<file path="src/rtl/ws2812_rx.sv">
`default_nettype none
// +----------------------------------------------------------------------------+
// | Module   : ws2812_rx                                                        |
// | Brief    : WS2812 line decoder; pulse-width bit recovery into a pixel RAM  |
// | Revision : 1.0 - initial release                                            |
// +----------------------------------------------------------------------------+
module ws2812_rx #(
  parameter logic [15:0] T_HIGH_MIN   = 16'd20,
  parameter logic [15:0] T_BIT_THRESH = 16'd120,
  parameter logic [15:0] T_HIGH_MAX   = 16'd400,
  parameter logic [15:0] T_RESET      = 16'd10000
) (
  input  logic        clk_in,
  input  logic        rst_n_in,
  input  logic        data_in,
  output logic        ram_wr_en_out,
  output logic [5:0]  ram_wr_addr_out,
  output logic [31:0] ram_wr_data_out,
  output logic        frame_done_out,
  output logic [6:0]  frame_len_out,
  output logic        bit_err_out
);

  typedef enum logic [1:0] {
    S_SYNC = 2'd0,
    S_IDLE = 2'd1,
    S_HIGH = 2'd2,
    S_LOW  = 2'd3
  } state_t;

  localparam logic [4:0] C_LAST_BIT = 5'd23;
  localparam logic [6:0] C_MAX_PIX  = 7'd64;

  state_t       r_state;
  state_t       w_state_nxt;

  logic         r_sync1;
  logic         r_sync2;
  logic         r_prev;

  logic [15:0]  r_hcnt;
  logic [15:0]  r_lcnt;
  logic [4:0]   r_bitcnt;
  logic [6:0]   r_pixcnt;
  logic         r_active;
  logic [23:0]  r_shreg;

  logic         r_wr_en;
  logic [5:0]   r_wr_addr;
  logic [31:0]  r_wr_data;
  logic         r_done;
  logic [6:0]   r_len;
  logic         r_err;

  logic [15:0]  w_hcnt_nxt;
  logic [15:0]  w_lcnt_nxt;
  logic [4:0]   w_bitcnt_nxt;
  logic [6:0]   w_pixcnt_nxt;
  logic         w_active_nxt;
  logic [23:0]  w_shreg_nxt;
  logic         w_wr_en_nxt;
  logic [5:0]   w_wr_addr_nxt;
  logic [31:0]  w_wr_data_nxt;
  logic         w_done_nxt;
  logic [6:0]   w_len_nxt;
  logic         w_err_nxt;

  logic         w_rise;
  logic         w_fall;
  logic         w_bit;
  logic [23:0]  w_shreg_shift;
  logic [16:0]  w_lcnt_inc;
  logic         w_lcnt_reach;

  always_ff @(posedge clk_in or negedge rst_n_in) begin
    if (!rst_n_in) begin
      r_sync1 <= 1'b0;
      r_sync2 <= 1'b0;
      r_prev  <= 1'b0;
    end else begin
      r_sync1 <= data_in;
      r_sync2 <= r_sync1;
      r_prev  <= r_sync2;
    end
  end

  assign w_rise        = r_sync2 & ~r_prev;
  assign w_fall        = ~r_sync2 & r_prev;
  assign w_bit         = (r_hcnt >= T_BIT_THRESH);
  assign w_shreg_shift = {r_shreg[22:0], w_bit};
  // One extra bit so the low counter compare cannot wrap near 16'hFFFF.
  assign w_lcnt_inc    = {1'b0, r_lcnt} + 17'd1;
  assign w_lcnt_reach  = (w_lcnt_inc >= {1'b0, T_RESET});

  always_comb begin
    w_state_nxt   = r_state;
    w_hcnt_nxt    = r_hcnt;
    w_lcnt_nxt    = r_lcnt;
    w_bitcnt_nxt  = r_bitcnt;
    w_pixcnt_nxt  = r_pixcnt;
    w_active_nxt  = r_active;
    w_shreg_nxt   = r_shreg;
    w_wr_en_nxt   = 1'b0;
    w_wr_addr_nxt = r_wr_addr;
    w_wr_data_nxt = r_wr_data;
    w_done_nxt    = 1'b0;
    w_len_nxt     = r_len;
    w_err_nxt     = 1'b0;

    case (r_state)
      S_SYNC: begin
        if (r_sync2) begin
          w_lcnt_nxt = 16'd0;
        end else if (w_lcnt_reach) begin
          w_lcnt_nxt  = T_RESET;
          w_state_nxt = S_IDLE;
        end else begin
          w_lcnt_nxt = w_lcnt_inc[15:0];
        end
      end

      S_IDLE: begin
        if (w_rise) begin
          w_hcnt_nxt  = 16'd1;
          w_state_nxt = S_HIGH;
        end
      end

      S_HIGH: begin
        if (r_hcnt >= T_HIGH_MAX) begin
          // Line stuck high: abandon the frame and wait for a clean reset gap.
          w_err_nxt    = 1'b1;
          w_bitcnt_nxt = 5'd0;
          w_pixcnt_nxt = 7'd0;
          w_active_nxt = 1'b0;
          w_lcnt_nxt   = 16'd0;
          w_state_nxt  = S_SYNC;
        end else if (w_fall) begin
          w_lcnt_nxt = 16'd0;
          if (r_hcnt < T_HIGH_MIN) begin
            w_state_nxt = r_active ? S_LOW : S_IDLE;
          end else begin
            w_shreg_nxt  = w_shreg_shift;
            w_active_nxt = 1'b1;
            w_state_nxt  = S_LOW;
            if (r_bitcnt == C_LAST_BIT) begin
              w_bitcnt_nxt = 5'd0;
              if (r_pixcnt < C_MAX_PIX) begin
                w_wr_en_nxt   = 1'b1;
                w_wr_addr_nxt = r_pixcnt[5:0];
                w_wr_data_nxt = {8'h00, w_shreg_shift};
                w_pixcnt_nxt  = r_pixcnt + 7'd1;
              end
            end else begin
              w_bitcnt_nxt = r_bitcnt + 5'd1;
            end
          end
        end else begin
          w_hcnt_nxt = r_hcnt + 16'd1;
        end
      end

      S_LOW: begin
        if (w_rise) begin
          w_hcnt_nxt  = 16'd1;
          w_state_nxt = S_HIGH;
        end else if (w_lcnt_reach) begin
          w_lcnt_nxt = T_RESET;
          w_err_nxt  = (r_bitcnt != 5'd0);
          if (r_active) begin
            w_done_nxt = 1'b1;
            w_len_nxt  = r_pixcnt;
          end
          w_pixcnt_nxt = 7'd0;
          w_bitcnt_nxt = 5'd0;
          w_active_nxt = 1'b0;
          w_state_nxt  = S_IDLE;
        end else begin
          w_lcnt_nxt = w_lcnt_inc[15:0];
        end
      end

      default: begin
        w_state_nxt = S_SYNC;
      end
    endcase
  end

  always_ff @(posedge clk_in or negedge rst_n_in) begin
    if (!rst_n_in) begin
      r_state   <= S_SYNC;
      r_hcnt    <= 16'd0;
      r_lcnt    <= 16'd0;
      r_bitcnt  <= 5'd0;
      r_pixcnt  <= 7'd0;
      r_active  <= 1'b0;
      r_shreg   <= 24'd0;
      r_wr_en   <= 1'b0;
      r_wr_addr <= 6'd0;
      r_wr_data <= 32'd0;
      r_done    <= 1'b0;
      r_len     <= 7'd0;
      r_err     <= 1'b0;
    end else begin
      r_state   <= w_state_nxt;
      r_hcnt    <= w_hcnt_nxt;
      r_lcnt    <= w_lcnt_nxt;
      r_bitcnt  <= w_bitcnt_nxt;
      r_pixcnt  <= w_pixcnt_nxt;
      r_active  <= w_active_nxt;
      r_shreg   <= w_shreg_nxt;
      r_wr_en   <= w_wr_en_nxt;
      r_wr_addr <= w_wr_addr_nxt;
      r_wr_data <= w_wr_data_nxt;
      r_done    <= w_done_nxt;
      r_len     <= w_len_nxt;
      r_err     <= w_err_nxt;
    end
  end

  assign ram_wr_en_out   = r_wr_en;
  assign ram_wr_addr_out = r_wr_addr;
  assign ram_wr_data_out = r_wr_data;
  assign frame_done_out  = r_done;
  assign frame_len_out   = r_len;
  assign bit_err_out     = r_err;

endmodule
`default_nettype wire

</file>
<file path="config.mk">
export PLATFORM = sky130hd
export DESIGN_NAME = ws2812_rx
export DESIGN_NICKNAME = d
export VERILOG_FILES = /design/src/rtl/ws2812_rx.sv
export SDC_FILE = /design/constraint.sdc
export NUM_CORES = 1
export LEC_CHECK = 0
export BUFFER_PORTS_ARGS = -buffer_cell sky130_fd_sc_hd__buf_2
export CORE_UTILIZATION = 35
export DETAILED_ROUTE_END_ITERATION = 8
export HOLD_SLACK_MARGIN = 0.15
export MAX_ROUTING_LAYER = met4
export SETUP_SLACK_MARGIN = 0.05
export SYNTH_ARGS = -nofsm -noshare
export SYNTH_HDL_FRONTEND = slang
export SYNTH_SLANG_ARGS = --single-unit
</file>
<file path="constraint.sdc">
create_clock -name clk_in -period 2.8 [get_ports clk_in]
set_input_delay 0.28 -clock clk_in [delete_from_list [all_inputs] [get_ports clk_in]]
set_output_delay 0.28 -clock clk_in [all_outputs]
set_load 0.1 [all_outputs]
</file>
==> impl_metrics.env, run 1 <==
export IMPL_synth_cell_types=60
export IMPL_vdd_drop_max_v=0.0004351
export IMPL_crit_reg2reg_launch="r_lcnt[9]$_DFFE_PN0P_"
export IMPL_async_flop_share_pct=100.0
export IMPL_rsz0062_at_grt="false"
export IMPL_most_common_layout_cells="sky130_fd_sc_hd__nand2_1 (187), sky130_fd_sc_hd__dfrtp_1 (106), sky130_fd_sc_hd__buf_2 (41), sky130_fd_sc_hd__nor2_1 (33), sky130_fd_sc_hd__o21ai_0 (23)"
export IMPL_yosysWarningCount=0
export IMPL_ys_flop_type="sky130_fd_sc_hd__dfrtp_1"
export IMPL_final_layout_size_suffix_gt1_share_pct=19.18
export IMPL_slew_violations=0
export IMPL_route_top_layer_used="met4"
export IMPL_floorplan_io_pins=51
export IMPL_root_buffer="sky130_fd_sc_hd__clkbuf_16"
export IMPL_number_of_nets_in_the_final_layout=633
export IMPL_buffer_ports_inserted=42
export IMPL_finalInstanceArea_mm2=0.006364
export IMPL_drt_pass1_iter_count=4
export IMPL_ant_nets=0
export IMPL_tritoncts_num_sinks=113
export IMPL_fillerInstances=1396
export IMPL_clock_insertion_delay_at_the_later_pin_of_the_skew_report_ns=0.41
export IMPL_drc=0
export IMPL_total_power_mw=3.968
export IMPL_detail_route_wl_per_cell_um=13.40
export IMPL_drtIter0Drc=298
export IMPL_synth_edf_count=0
export IMPL_grt_pass1_vias=3975
export IMPL_power_leakage_nw=3.259
export IMPL_hold_ws_ns=0.3445
export IMPL_placed_cells_incl_taps=783
export IMPL_timing_setup_critical_path_class="reg2reg"
export IMPL_count_of_mapped_cells_out_of_synthesis=564
export IMPL_grt_first_pass_wirelength_mm=18.80
export IMPL_wirelength_routed_mm=10.99
export IMPL_crit_fanout=8
export IMPL_outcome="complete, no violations"
export IMPL_min_from="r_sync1$_DFF_PN0_"
export IMPL_core_mm2=0.01453
export IMPL_crit_path_end_kind="flip-flop"
export IMPL_die_width_um=124.0
export IMPL_tritoncts="built"
export IMPL_report_final_hold_viol_count=0
export IMPL_multi_input_area_mm2=0.002247
export IMPL_die_outline_area_mm2=0.01538
export IMPL_antennaDiodeCount=0
export IMPL_fin_util_pct=43.78
export IMPL_placed_inst_area_mm2=0.005694
export IMPL_wl_met2_mm=5.078
export IMPL_cts_made_buffers=17
export IMPL_clk_pin_slew_ns=0.05
export IMPL_synth_seq_cells=113
export IMPL_finClkSkew_ns=0.008323
export IMPL_route_vias_total=4092
export IMPL_clock_tree_htree_level_count=4
export IMPL_cp_startpoint="r_lcnt[9]$_DFFE_PN0P_"
export IMPL_gp_congestion=0.8921
export IMPL_setup_slack_ns=0.1981
export IMPL_max_cap_violations=0
export IMPL_final_min_period_over_clock_period_pct=92.93
export IMPL_seqCellArea_mm2=0.002836
export IMPL_met3RoutedLength_um=507
export IMPL_groute_usage_overall_pct=16.32
export IMPL_finalSetupTns_ns=0
export IMPL_die_h_um=124.0
export IMPL_stdcell_count=820
export IMPL_hold_path_class="reg2reg"
export IMPL_largest_net_degree_at_the_start_of_global_routing=71
export IMPL_placement_rows=44
export IMPL_worst_slew_pin_transition_ns=0.8838
export IMPL_grt_overflow_total=0
export IMPL_powerDensity_mw_per_mm2=623.6
export IMPL_synth_top_cells_by_area="sky130_fd_sc_hd__dfrtp_1 (54%), sky130_fd_sc_hd__nand2_1 (13%), sky130_fd_sc_hd__nor2_1 (2.4%)"
export IMPL_initial_utilization_pct=35.86
export IMPL_grt_antenna_before_repair=0
export IMPL_drt_vias_per_instance=4.990
export IMPL_timing_critical_path_from_type="flip-flop"
export IMPL_timing_max_slew_rel_slack_pct=41.08
export IMPL_fraction_of_the_yosys_area_taken_by_sequential_cells_pct=54.25
export IMPL_cp_arrival_ns=2.89
export IMPL_worstPathRequired_ns=3.09
export IMPL_clock_fmax_ghz=0.3843
export IMPL_final_setup_viol_count=0
export IMPL_final_common_cell="sky130_fd_sc_hd__nand2_1"
export IMPL_place_worst_setup_slack_ns=0.1724
export IMPL_post_route_min_period_ns=2.602
export IMPL_synth_top_cell_by_area="sky130_fd_sc_hd__dfrtp_1"
export IMPL_syn_avg_cell_area_um2=9.242
export IMPL_netlist_area_mm2=0.005212
export IMPL_cts_max_path_buffers=2
export IMPL_hpwlAfterDp_mm=7.337
export IMPL_netlist_area_leader_share_pct=54.25
export IMPL_syn_to_final_growth_pct=22.08
export IMPL_routedLengthMet1_mm=5.245
==> timing repair <==
| item | 4_1_cts | 5_1_grt |
|---|---|---|
| hold buffers | 2 | 0 |
| endpoints found under the setup margin | 0 | 34 |
| resized for setup | 0 | 13 |
| endpoints found under the hold margin | 70 | 0 |
| buffers inserted | 0 | 3 |
==> state kept, by name, indices dropped and copies added, names as in the netlist, 2 cells and up <==
signal / cells
ram_wr_data_out: 24
r_shreg: 23
r_hcnt: 16
r_lcnt: 16
frame_len_out: 7
r_pixcnt: 7
ram_wr_addr_out: 6
r_bitcnt: 5
r_state: 2
==> final cells by class <==
class | count | area share, %
Clock buffer | 22 | 7.137
Inverter | 13 | 0.7668
Sequential cell | 113 | 44.57
Clock inverter | 10 | 2.123
Tap cell | 184 | 3.618
Multi-Input combinational cell | 414 | 35.31
Timing Repair Buffer | 64 | 6.469
==> worst paths after layout <==
check / end / slack [ns] / cells after the start
max: frame_len_out[2]$_DFFE_PN0P_ / 0.20 / 8
min: r_sync2$_DFF_PN0_ / 0.34 / 0
max reg2reg: frame_len_out[2]$_DFFE_PN0P_ / 0.20 / 8
min reg2reg: r_sync2$_DFF_PN0_ / 0.34 / 0
max in group asynchronous: r_lcnt[9]$_DFFE_PN0P_ / 1.51 / 3
min in group asynchronous: ram_wr_addr_out[0]$_DFFE_PN0P_ / 0.54 / 2
==> power by group <==
part	internal [mW]	switching (mW)	total, mW
Sequential	1.65	0.0211	1.67
Clock	1.41	0.747	2.16
Combinational	0.0316	0.104	0.136
Total	3.10	0.873	3.97
==> per-layer routing <==
layer | global-route usage [%] | vias to the layer above
met4 | 6.473 | 0
met1 | 20.28 | 1977
li1 | - | 2006
met3 | 4.808 | 15
met2 | 24.93 | 94
met5 | - | -
==> worst max-delay path, cell delays in order, from the launching register on <==
cell and delay [ns]:
sky130_fd_sc_hd__dfrtp_2 0.43, sky130_fd_sc_hd__nand3_2 0.10, sky130_fd_sc_hd__or4_4 0.54, sky130_fd_sc_hd__nor3b_1 0.16, sky130_fd_sc_hd__o311ai_2 0.41, sky130_fd_sc_hd__a21oi_2 0.10
sky130_fd_sc_hd__nor4b_4 0.23, sky130_fd_sc_hd__buf_6 0.17, sky130_fd_sc_hd__mux2_2 0.33
==> synthesized netlist by cell type, types with 2 or more instances <==
master / count
sky130_fd_sc_hd__inv_1: 13
sky130_fd_sc_hd__nor2b_1: 3
sky130_fd_sc_hd__a2bb2oi_1: 2
sky130_fd_sc_hd__nor3_1: 9
sky130_fd_sc_hd__and3_1: 3
sky130_fd_sc_hd__a21oi_1: 16
sky130_fd_sc_hd__o31a_1: 3
sky130_fd_sc_hd__nand2b_1: 4
sky130_fd_sc_hd__mux2_2: 9
sky130_fd_sc_hd__clkbuf_1: 19
sky130_fd_sc_hd__a21o_1: 4
sky130_fd_sc_hd__or3_1: 2
sky130_fd_sc_hd__o31ai_1: 2
sky130_fd_sc_hd__dfrtp_1: 113
sky130_fd_sc_hd__a22o_1: 3
sky130_fd_sc_hd__ha_1: 7
sky130_fd_sc_hd__nand3_1: 13
sky130_fd_sc_hd__and4_1: 2
sky130_fd_sc_hd__or2_2: 3
sky130_fd_sc_hd__nor4_1: 3
sky130_fd_sc_hd__buf_4: 8
sky130_fd_sc_hd__xor2_1: 5
sky130_fd_sc_hd__nor2_1: 33
sky130_fd_sc_hd__a31oi_1: 12
sky130_fd_sc_hd__a41oi_1: 2
sky130_fd_sc_hd__o311ai_0: 2
sky130_fd_sc_hd__nand2_1: 187
sky130_fd_sc_hd__nor4b_1: 3
sky130_fd_sc_hd__mux2i_1: 2
sky130_fd_sc_hd__nor3b_1: 4
sky130_fd_sc_hd__nand4_1: 4
sky130_fd_sc_hd__and2_1: 14
sky130_fd_sc_hd__o21ai_0: 23
sky130_fd_sc_hd__xnor2_1: 3
sky130_fd_sc_hd__o32a_1: 2
sky130_fd_sc_hd__a211oi_1: 2
sky130_fd_sc_hd__buf_2: 2
==> logic make-up (layout without fill, tap and decap cells) <==
kind of cell             count (synthesis)  count (layout)  synth area share (%)
XOR/XNOR                                 8               8                 1.344
flip-flops                             113             113                 54.25
other                                    1               8               0.07194
AND/OR/NAND/NOR                        294             294                 25.52
adder cells (fa/ha/maj)                  7               7                 1.680
multiplexers                            11              11                 2.328
buffers and inverters                   44             109                 3.817
AO/OA/AOI/OAI                           86              86                 10.99
(Power assumes the default switching activity.)
==> run 2: changes to the inputs <==
--- a/config.mk
+++ b/config.mk
@@ -6,11 +6,13 @@
 export NUM_CORES = 1
 export LEC_CHECK = 0
 export BUFFER_PORTS_ARGS = -buffer_cell sky130_fd_sc_hd__buf_2
+export CORE_ASPECT_RATIO = 1.5
 export CORE_UTILIZATION = 35
 export DETAILED_ROUTE_END_ITERATION = 8
 export HOLD_SLACK_MARGIN = 0.15
 export MAX_ROUTING_LAYER = met4
 export SETUP_SLACK_MARGIN = 0.05
+export SLEW_MARGIN = 20
 export SYNTH_ARGS = -nofsm -noshare
 export SYNTH_HDL_FRONTEND = slang
 export SYNTH_SLANG_ARGS = --single-unit
==> run 2 against run 1 <==
  * Power fell by 0.66%
  * Cell count grew 2.6%
  * Combinational power up 4%
  * Critical endpoint is now r_bitcnt[2]$_DFFE_PN0P_
  * Largest power group unchanged
==> impl_metrics.env, run 2 (synthesized netlist as in run 1, its figures left out) <==
export IMPL_tritoncts="built"
export IMPL_syn_to_final_growth_pct=23.57
export IMPL_largest_net_degree_at_the_start_of_global_routing=52
export IMPL_placed_cells_incl_taps=800
export IMPL_clk_pin_slew_ns=0.05
export IMPL_drt_vias_per_instance=4.963
export IMPL_timing_max_slew_rel_slack_pct=62.39
export IMPL_rsz0062_at_grt="true"
export IMPL_setup_slack_ns=0.1387
export IMPL_grt_met3_usage_pct=3.716
export IMPL_gp_congestion=0.9345
export IMPL_largest_reg_flops=24
export IMPL_clock_insertion_delay_at_the_later_pin_of_the_skew_report_ns=0.41
export IMPL_timing_setup_critical_path_class="reg2reg"
export IMPL_drtIter0Drc=188
export IMPL_slew_violations=0
export IMPL_grt_overflow_total=0
export IMPL_tritoncts_num_sinks=113
export IMPL_crit_reg2reg_launch="r_lcnt[4]$_DFFE_PN0P_"
export IMPL_route_vias_total=4174
export IMPL_grt_use_met1_pct=17.57
export IMPL_die_width_um=101.6
export IMPL_clock_fmax_ghz=0.3758
export IMPL_hold_path_class="reg2reg"
export IMPL_final_common_cell="sky130_fd_sc_hd__nand2_1"
export IMPL_ant_nets=0
export IMPL_groute_usage_overall_pct=16.27
export IMPL_r2r_end="r_bitcnt[2]$_DFFE_PN0P_"
export IMPL_worst_slew_pin_transition_ns=0.5500
export IMPL_final_setup_viol_count=0
export IMPL_p_sw_share_pct=21.63
export IMPL_drc=0
export IMPL_root_buffer="sky130_fd_sc_hd__clkbuf_16"
export IMPL_critical_path_cell_by_cell="nand4_2 > or4_4 > nor3b_1 > o311ai_2 > a211oi_2 > buf_4 > or2_2 > a211o_1"
export IMPL_global_route_peak_usage_layer="met2"
export IMPL_clock_tree_htree_level_count=4
export IMPL_antennaDiodeCount=0
export IMPL_powerDensity_mw_per_mm2=612.0
export IMPL_total_power_mw=3.942
export IMPL_hpwlAfterDp_mm=7.655
export IMPL_final_min_period_over_clock_period_pct=95.05
export IMPL_initial_utilization_pct=35.88
export IMPL_regToRegSetupSlack_ns=0.14
export IMPL_drt_pass1_iter_count=4
export IMPL_critical_path_top_delay_cell="sky130_fd_sc_hd__or4_4"
export IMPL_p_comb_share_pct=3.6
export IMPL_report_final_hold_viol_count=0
export IMPL_cts_max_path_buffers=2
export IMPL_hold_ws_ns=0.3468
export IMPL_finalSetupTns_ns=0
export IMPL_cp_num_cells=8
export IMPL_hold_depth=0
export IMPL_intPower_mw=3.089
export IMPL_max_cap_violations=0
export IMPL_core_mm2=0.01453
export IMPL_crit_fanout=6
export IMPL_end_point_of_the_most_critical_hold_path="r_sync2$_DFF_PN0_"
export IMPL_floorplan_io_pins=51
export IMPL_worst_path_buf_inv=1
export IMPL_slowest_delay_ns=0.54
export IMPL_fillerInstances=1411
export IMPL_detail_route_wl_per_cell_um=13.21
export IMPL_power_frac_clock_pct=54.2
export IMPL_crit_path_end_kind="flip-flop"
export IMPL_outcome="complete, no violations"
export IMPL_finClkSkew_ns=0.008340
export IMPL_final_layout_size_suffix_gt1_share_pct=20.47
export IMPL_rr_worst_depth=8
export IMPL_grt_met2_usage_pct=28.01
export IMPL_vdd_drop_max_v=0.0003649
export IMPL_die_outline_area_mm2=0.01539
export IMPL_worstPathRequired_ns=3.09
export IMPL_seqCellArea_mm2=0.002834
export IMPL_die_h_um=151.5
export IMPL_min_from="r_sync1$_DFF_PN0_"
export IMPL_grt_pass1_vias=4046
export IMPL_most_common_layout_cells="sky130_fd_sc_hd__nand2_1 (187), sky130_fd_sc_hd__dfrtp_1 (108), sky130_fd_sc_hd__buf_2 (41), sky130_fd_sc_hd__nor2_1 (33), sky130_fd_sc_hd__buf_4 (28)"
export IMPL_cts_made_buffers=17
export IMPL_power_leakage_nw=3.310
export IMPL_power_switching_mw=0.8526
export IMPL_multi_input_area_mm2=0.002241
export IMPL_buffer_ports_inserted=42
export IMPL_grt_antenna_before_repair=0
export IMPL_path_delay_family="simple AND/OR/NAND/NOR gates"
export IMPL_placement_rows=54
export IMPL_post_route_min_period_ns=2.661
export IMPL_place_worst_setup_slack_ns=-0.03945
export IMPL_timing_critical_path_from_type="flip-flop"
export IMPL_number_of_nets_in_the_final_layout=643
export IMPL_cp_arrival_ns=2.95
export IMPL_wirelength_routed_mm=11.11
export IMPL_stdcell_count=841
export IMPL_power_sequential_fraction_pct=42.2
export IMPL_grt_first_pass_wirelength_mm=18.86
[run 2: cell count changes in the layout (fill, tap and decap cells not counted), sizes merged]
cell      delta
buf         +10
clkbuf       -2
clkinv       +3
clkinvlp     -2
[run 2: through the flow]
step                      utilization [%]  instance area [µm²]
final                               44.34                 6441
after global routing                44.34                 6441
after CTS                           43.82                 6366
after detailed placement            39.56                 5747
after global placement              39.56                 5747
after floorplan                         -                 5239
[run 2: timing repair]
item                                   4_1_cts  5_1_grt
buffers inserted                             1        7
endpoints found under the hold margin       33        0
hold buffers                                 2        0
pin swaps                                    1        4
resized for setup                            1       10
setup endpoints to repair                    8       26
cloned                                       0        0
[run 2: power by group through the flow]
stage	clock, mW	sequential, mW	combinational [mW]
after global placement	0	1.69	0.124
after floorplan	0	1.69	0.0863
final	2.14	1.66	0.142
after CTS	2.19	1.66	0.129
after detailed placement	0	1.69	0.126
after global routing	2.26	1.67	0.155
[run 2: final cells by class]
cell class | count | share of cell area, %
multi-input combinational | 414 | 34.79
clock inverter | 11 | 2.156
tap | 196 | 3.807
clock buffer | 20 | 6.935
timing repair buffer | 74 | 7.556
sequential | 113 | 44.00
inverter | 13 | 0.7576
[run 2: per-layer routing]
layer  share of wire (%)  up-vias  routed length, µm
met3                 3.0       24                333
met2                  53       91               5934
met5                   0        -                  0
li1                    -     2037                  -
met1                  41     2022               4572
met4                 2.4        0                267
[run 2: how the worst max path moves through the flow]
stage / start / to / slack [ns]
CTS: r_lcnt[0]$_DFFE_PN0P_ / frame_len_out[4]$_DFFE_PN0P_ / 0.12
finish: r_lcnt[4]$_DFFE_PN0P_ / r_bitcnt[2]$_DFFE_PN0P_ / 0.14
floorplan: r_lcnt[2]$_DFFE_PN0P_ / frame_len_out[0]$_DFFE_PN0P_ / 0.10
detailed placement: r_lcnt[0]$_DFFE_PN0P_ / frame_len_out[4]$_DFFE_PN0P_ / -0.04
global placement: r_lcnt[2]$_DFFE_PN0P_ / frame_len_out[4]$_DFFE_PN0P_ / 0.15
global route: r_lcnt[7]$_DFFE_PN0P_ / r_bitcnt[2]$_DFFE_PN0P_ / 0.009
==> run 3: changes to the inputs <==
--- a/config.mk
+++ b/config.mk
@@ -7,8 +7,10 @@
 export LEC_CHECK = 0
 export BUFFER_PORTS_ARGS = -buffer_cell sky130_fd_sc_hd__buf_2
 export CORE_ASPECT_RATIO = 1.5
+export CORE_MARGIN = 2
 export CORE_UTILIZATION = 35
 export DETAILED_ROUTE_END_ITERATION = 8
+export GPL_TIMING_DRIVEN = 0
 export HOLD_SLACK_MARGIN = 0.15
 export MAX_ROUTING_LAYER = met4
 export SETUP_SLACK_MARGIN = 0.05
==> run 3 against run 2 <==
  * Cell count rose by 1.8%
  * Largest power group unchanged
  * Via count fell by 1.5%
  * Power rose by 0.84%
  * Sequential power barely moved
  * Global-route usage fell by 1.1 points
  * Fmax rose by 0.68%
  * Critical endpoint unchanged
==> impl_metrics.env, run 3 (synthesized netlist as in run 1, its figures left out) <==
export IMPL_grt_pass1_vias=4070
export IMPL_final_setup_viol_count=0
export IMPL_clock_insertion_delay_at_the_later_pin_of_the_skew_report_ns=0.40
export IMPL_multi_input_area_mm2=0.002330
export IMPL_placement_rows=54
export IMPL_tritoncts="built"
export IMPL_clock_fmax_ghz=0.3783
export IMPL_timing_setup_critical_path_class="reg2reg"
export IMPL_final_layout_size_suffix_gt1_share_pct=22.58
export IMPL_wirelength_routed_mm=11.28
export IMPL_die_outline_area_mm2=0.01591
export IMPL_critical_path_top_delay_cell="sky130_fd_sc_hd__or4_4"
export IMPL_worstPathRequired_ns=3.08
export IMPL_drt_pass1_iter_count=4
export IMPL_cp_arrival_ns=2.92
export IMPL_drc=0
export IMPL_finClkSkew_ns=0.01065
export IMPL_die_width_um=103.6
export IMPL_crit_fanout=5
export IMPL_setup_slack_ns=0.1566
export IMPL_power_leakage_nw=3.384
export IMPL_antennaDiodeCount=0
export IMPL_powerDensity_mw_per_mm2=602.1
export IMPL_gp_congestion=0.8982
export IMPL_grt_antenna_before_repair=0
export IMPL_finalInstanceArea_mm2=0.006601
export IMPL_finalSetupTns_ns=0
export IMPL_slew_violations=0
export IMPL_initial_utilization_pct=35.88
export IMPL_ant_nets=0
export IMPL_worst_path_buf_inv=2
export IMPL_most_common_layout_cells="sky130_fd_sc_hd__nand2_1 (186), sky130_fd_sc_hd__dfrtp_1 (107), sky130_fd_sc_hd__buf_2 (42), sky130_fd_sc_hd__nor2_1 (33), sky130_fd_sc_hd__o21ai_0 (23)"
export IMPL_place_worst_setup_slack_ns=-0.5146
export IMPL_cpMostUsedCell="sky130_fd_sc_hd__buf_4"
export IMPL_rsz0062_at_grt="true"
export IMPL_clk_pin_slew_ns=0.05
export IMPL_hpwlAfterDp_mm=7.736
export IMPL_report_final_hold_viol_count=0
export IMPL_syn_to_final_growth_pct=26.64
export IMPL_critical_path_cell_by_cell="nand4_4 > or4_4 > nor3b_1 > o311ai_2 > buf_4 > buf_4 > a211oi_1 > or2_2 > a211o_1"
export IMPL_buffer_ports_inserted=42
export IMPL_tritoncts_num_sinks=113
export IMPL_floorplan_io_pins=51
export IMPL_groute_usage_overall_pct=15.19
export IMPL_grt_overflow_total=0
export IMPL_grt_first_pass_wirelength_mm=19.28
export IMPL_worst_slew_pin_transition_ns=0.5182
export IMPL_rr_worst_depth=9
export IMPL_largest_reg_flops=24
export IMPL_clock_tree_htree_level_count=4
export IMPL_drt_vias_per_instance=4.801
export IMPL_largest_net_degree_at_the_start_of_global_routing=79
export IMPL_placed_inst_area_mm2=0.005728
export IMPL_final_common_cell="sky130_fd_sc_hd__nand2_1"
export IMPL_drtIter0Drc=209
export IMPL_max_cap_violations=0
export IMPL_die_h_um=153.5
export IMPL_detail_route_wl_per_cell_um=13.18
export IMPL_crit_path_end_kind="flip-flop"
export IMPL_number_of_nets_in_the_final_layout=658
export IMPL_hold_path_class="in2async"
export IMPL_vdd_drop_max_v=0.0003131
export IMPL_slowest_delay_ns=0.57
export IMPL_outcome="complete, no violations"
export IMPL_seqCellArea_mm2=0.002835
export IMPL_fillerInstances=1371
export IMPL_cts_made_buffers=17
export IMPL_placed_cells_incl_taps=810
export IMPL_final_min_period_over_clock_period_pct=94.41
export IMPL_root_buffer="sky130_fd_sc_hd__clkbuf_16"
export IMPL_stdcell_count=856
export IMPL_core_mm2=0.01453
export IMPL_cts_max_path_buffers=2
export IMPL_post_route_min_period_ns=2.643
export IMPL_route_vias_total=4110
export IMPL_path_delay_family="simple AND/OR/NAND/NOR gates"
export IMPL_cp_num_cells=9
export IMPL_timing_critical_path_from_type="flip-flop"
export IMPL_hold_ws_ns=0.3489
export IMPL_timing_max_slew_rel_slack_pct=65.26
==> run 3: where the power goes <==
group          switching, mW  total (mW)  internal (mW)  leakage, nW
sequential            0.0214        1.67           1.65         1.56
combinational          0.108       0.149         0.0412         1.53
clock                  0.723        2.15           1.43        0.296
total                  0.852        3.97           3.12         3.38
==> run 3: final timing paths <==
path,start,endpoint,slack (ns)
setup / recovery,r_lcnt[4]$_DFFE_PN0P_,r_bitcnt[2]$_DFFE_PN0P_,0.16
hold / removal,rst_n_in,ram_wr_addr_out[2]$_DFFE_PN0P_,0.35
setup reg to reg,r_lcnt[4]$_DFFE_PN0P_,r_bitcnt[2]$_DFFE_PN0P_,0.16
hold reg to reg,r_sync1$_DFF_PN0_,r_sync2$_DFF_PN0_,0.35
max in group asynchronous,rst_n_in,r_hcnt[12]$_DFFE_PN0P_,1.76
min in group clk_in,r_sync1$_DFF_PN0_,r_sync2$_DFF_PN0_,0.35
==> run 3: metrics by stage <==
step | util [%] | power, mW
finish | 45.44 | 3.975
floorplan | - | 1.777
global placement | 39.20 | 1.819
detailed placement | 39.43 | 1.828
CTS | 44.72 | 4.006
global route | 45.44 | 4.124
==> run 3: per-layer routing <==
metal  global-route usage (%)  routed length (µm)  vias up
met5                        -                   0        -
met4                    6.499                 167        0
met3                    3.198                 375       13
met2                    26.46                6017       83
met1                    16.81                4719     1962
li1                         -                   -     2052
==> run 3: repair_timing <==
item                       4_1_cts  5_1_grt
hold buffers                     2        0
setup endpoints to repair       90       88
pin swaps                        6        4
setup buffers                    8        6
resized for setup               25       27
hold endpoints to repair        36        0
==> run 3: layout make-up <==
| class | instances | area share (%) |
|---|---|---|
| Clock inverter | 11 | 2.066 |
| Buffer | 30 | 2.672 |
| Timing Repair Buffer | 59 | 5.648 |
| Clock buffer | 20 | 6.918 |
| Tap cell | 196 | 3.715 |
| Sequential cell | 113 | 42.95 |
| Inverter | 13 | 0.7392 |
| Multi-Input combinational cell | 414 | 35.29 |
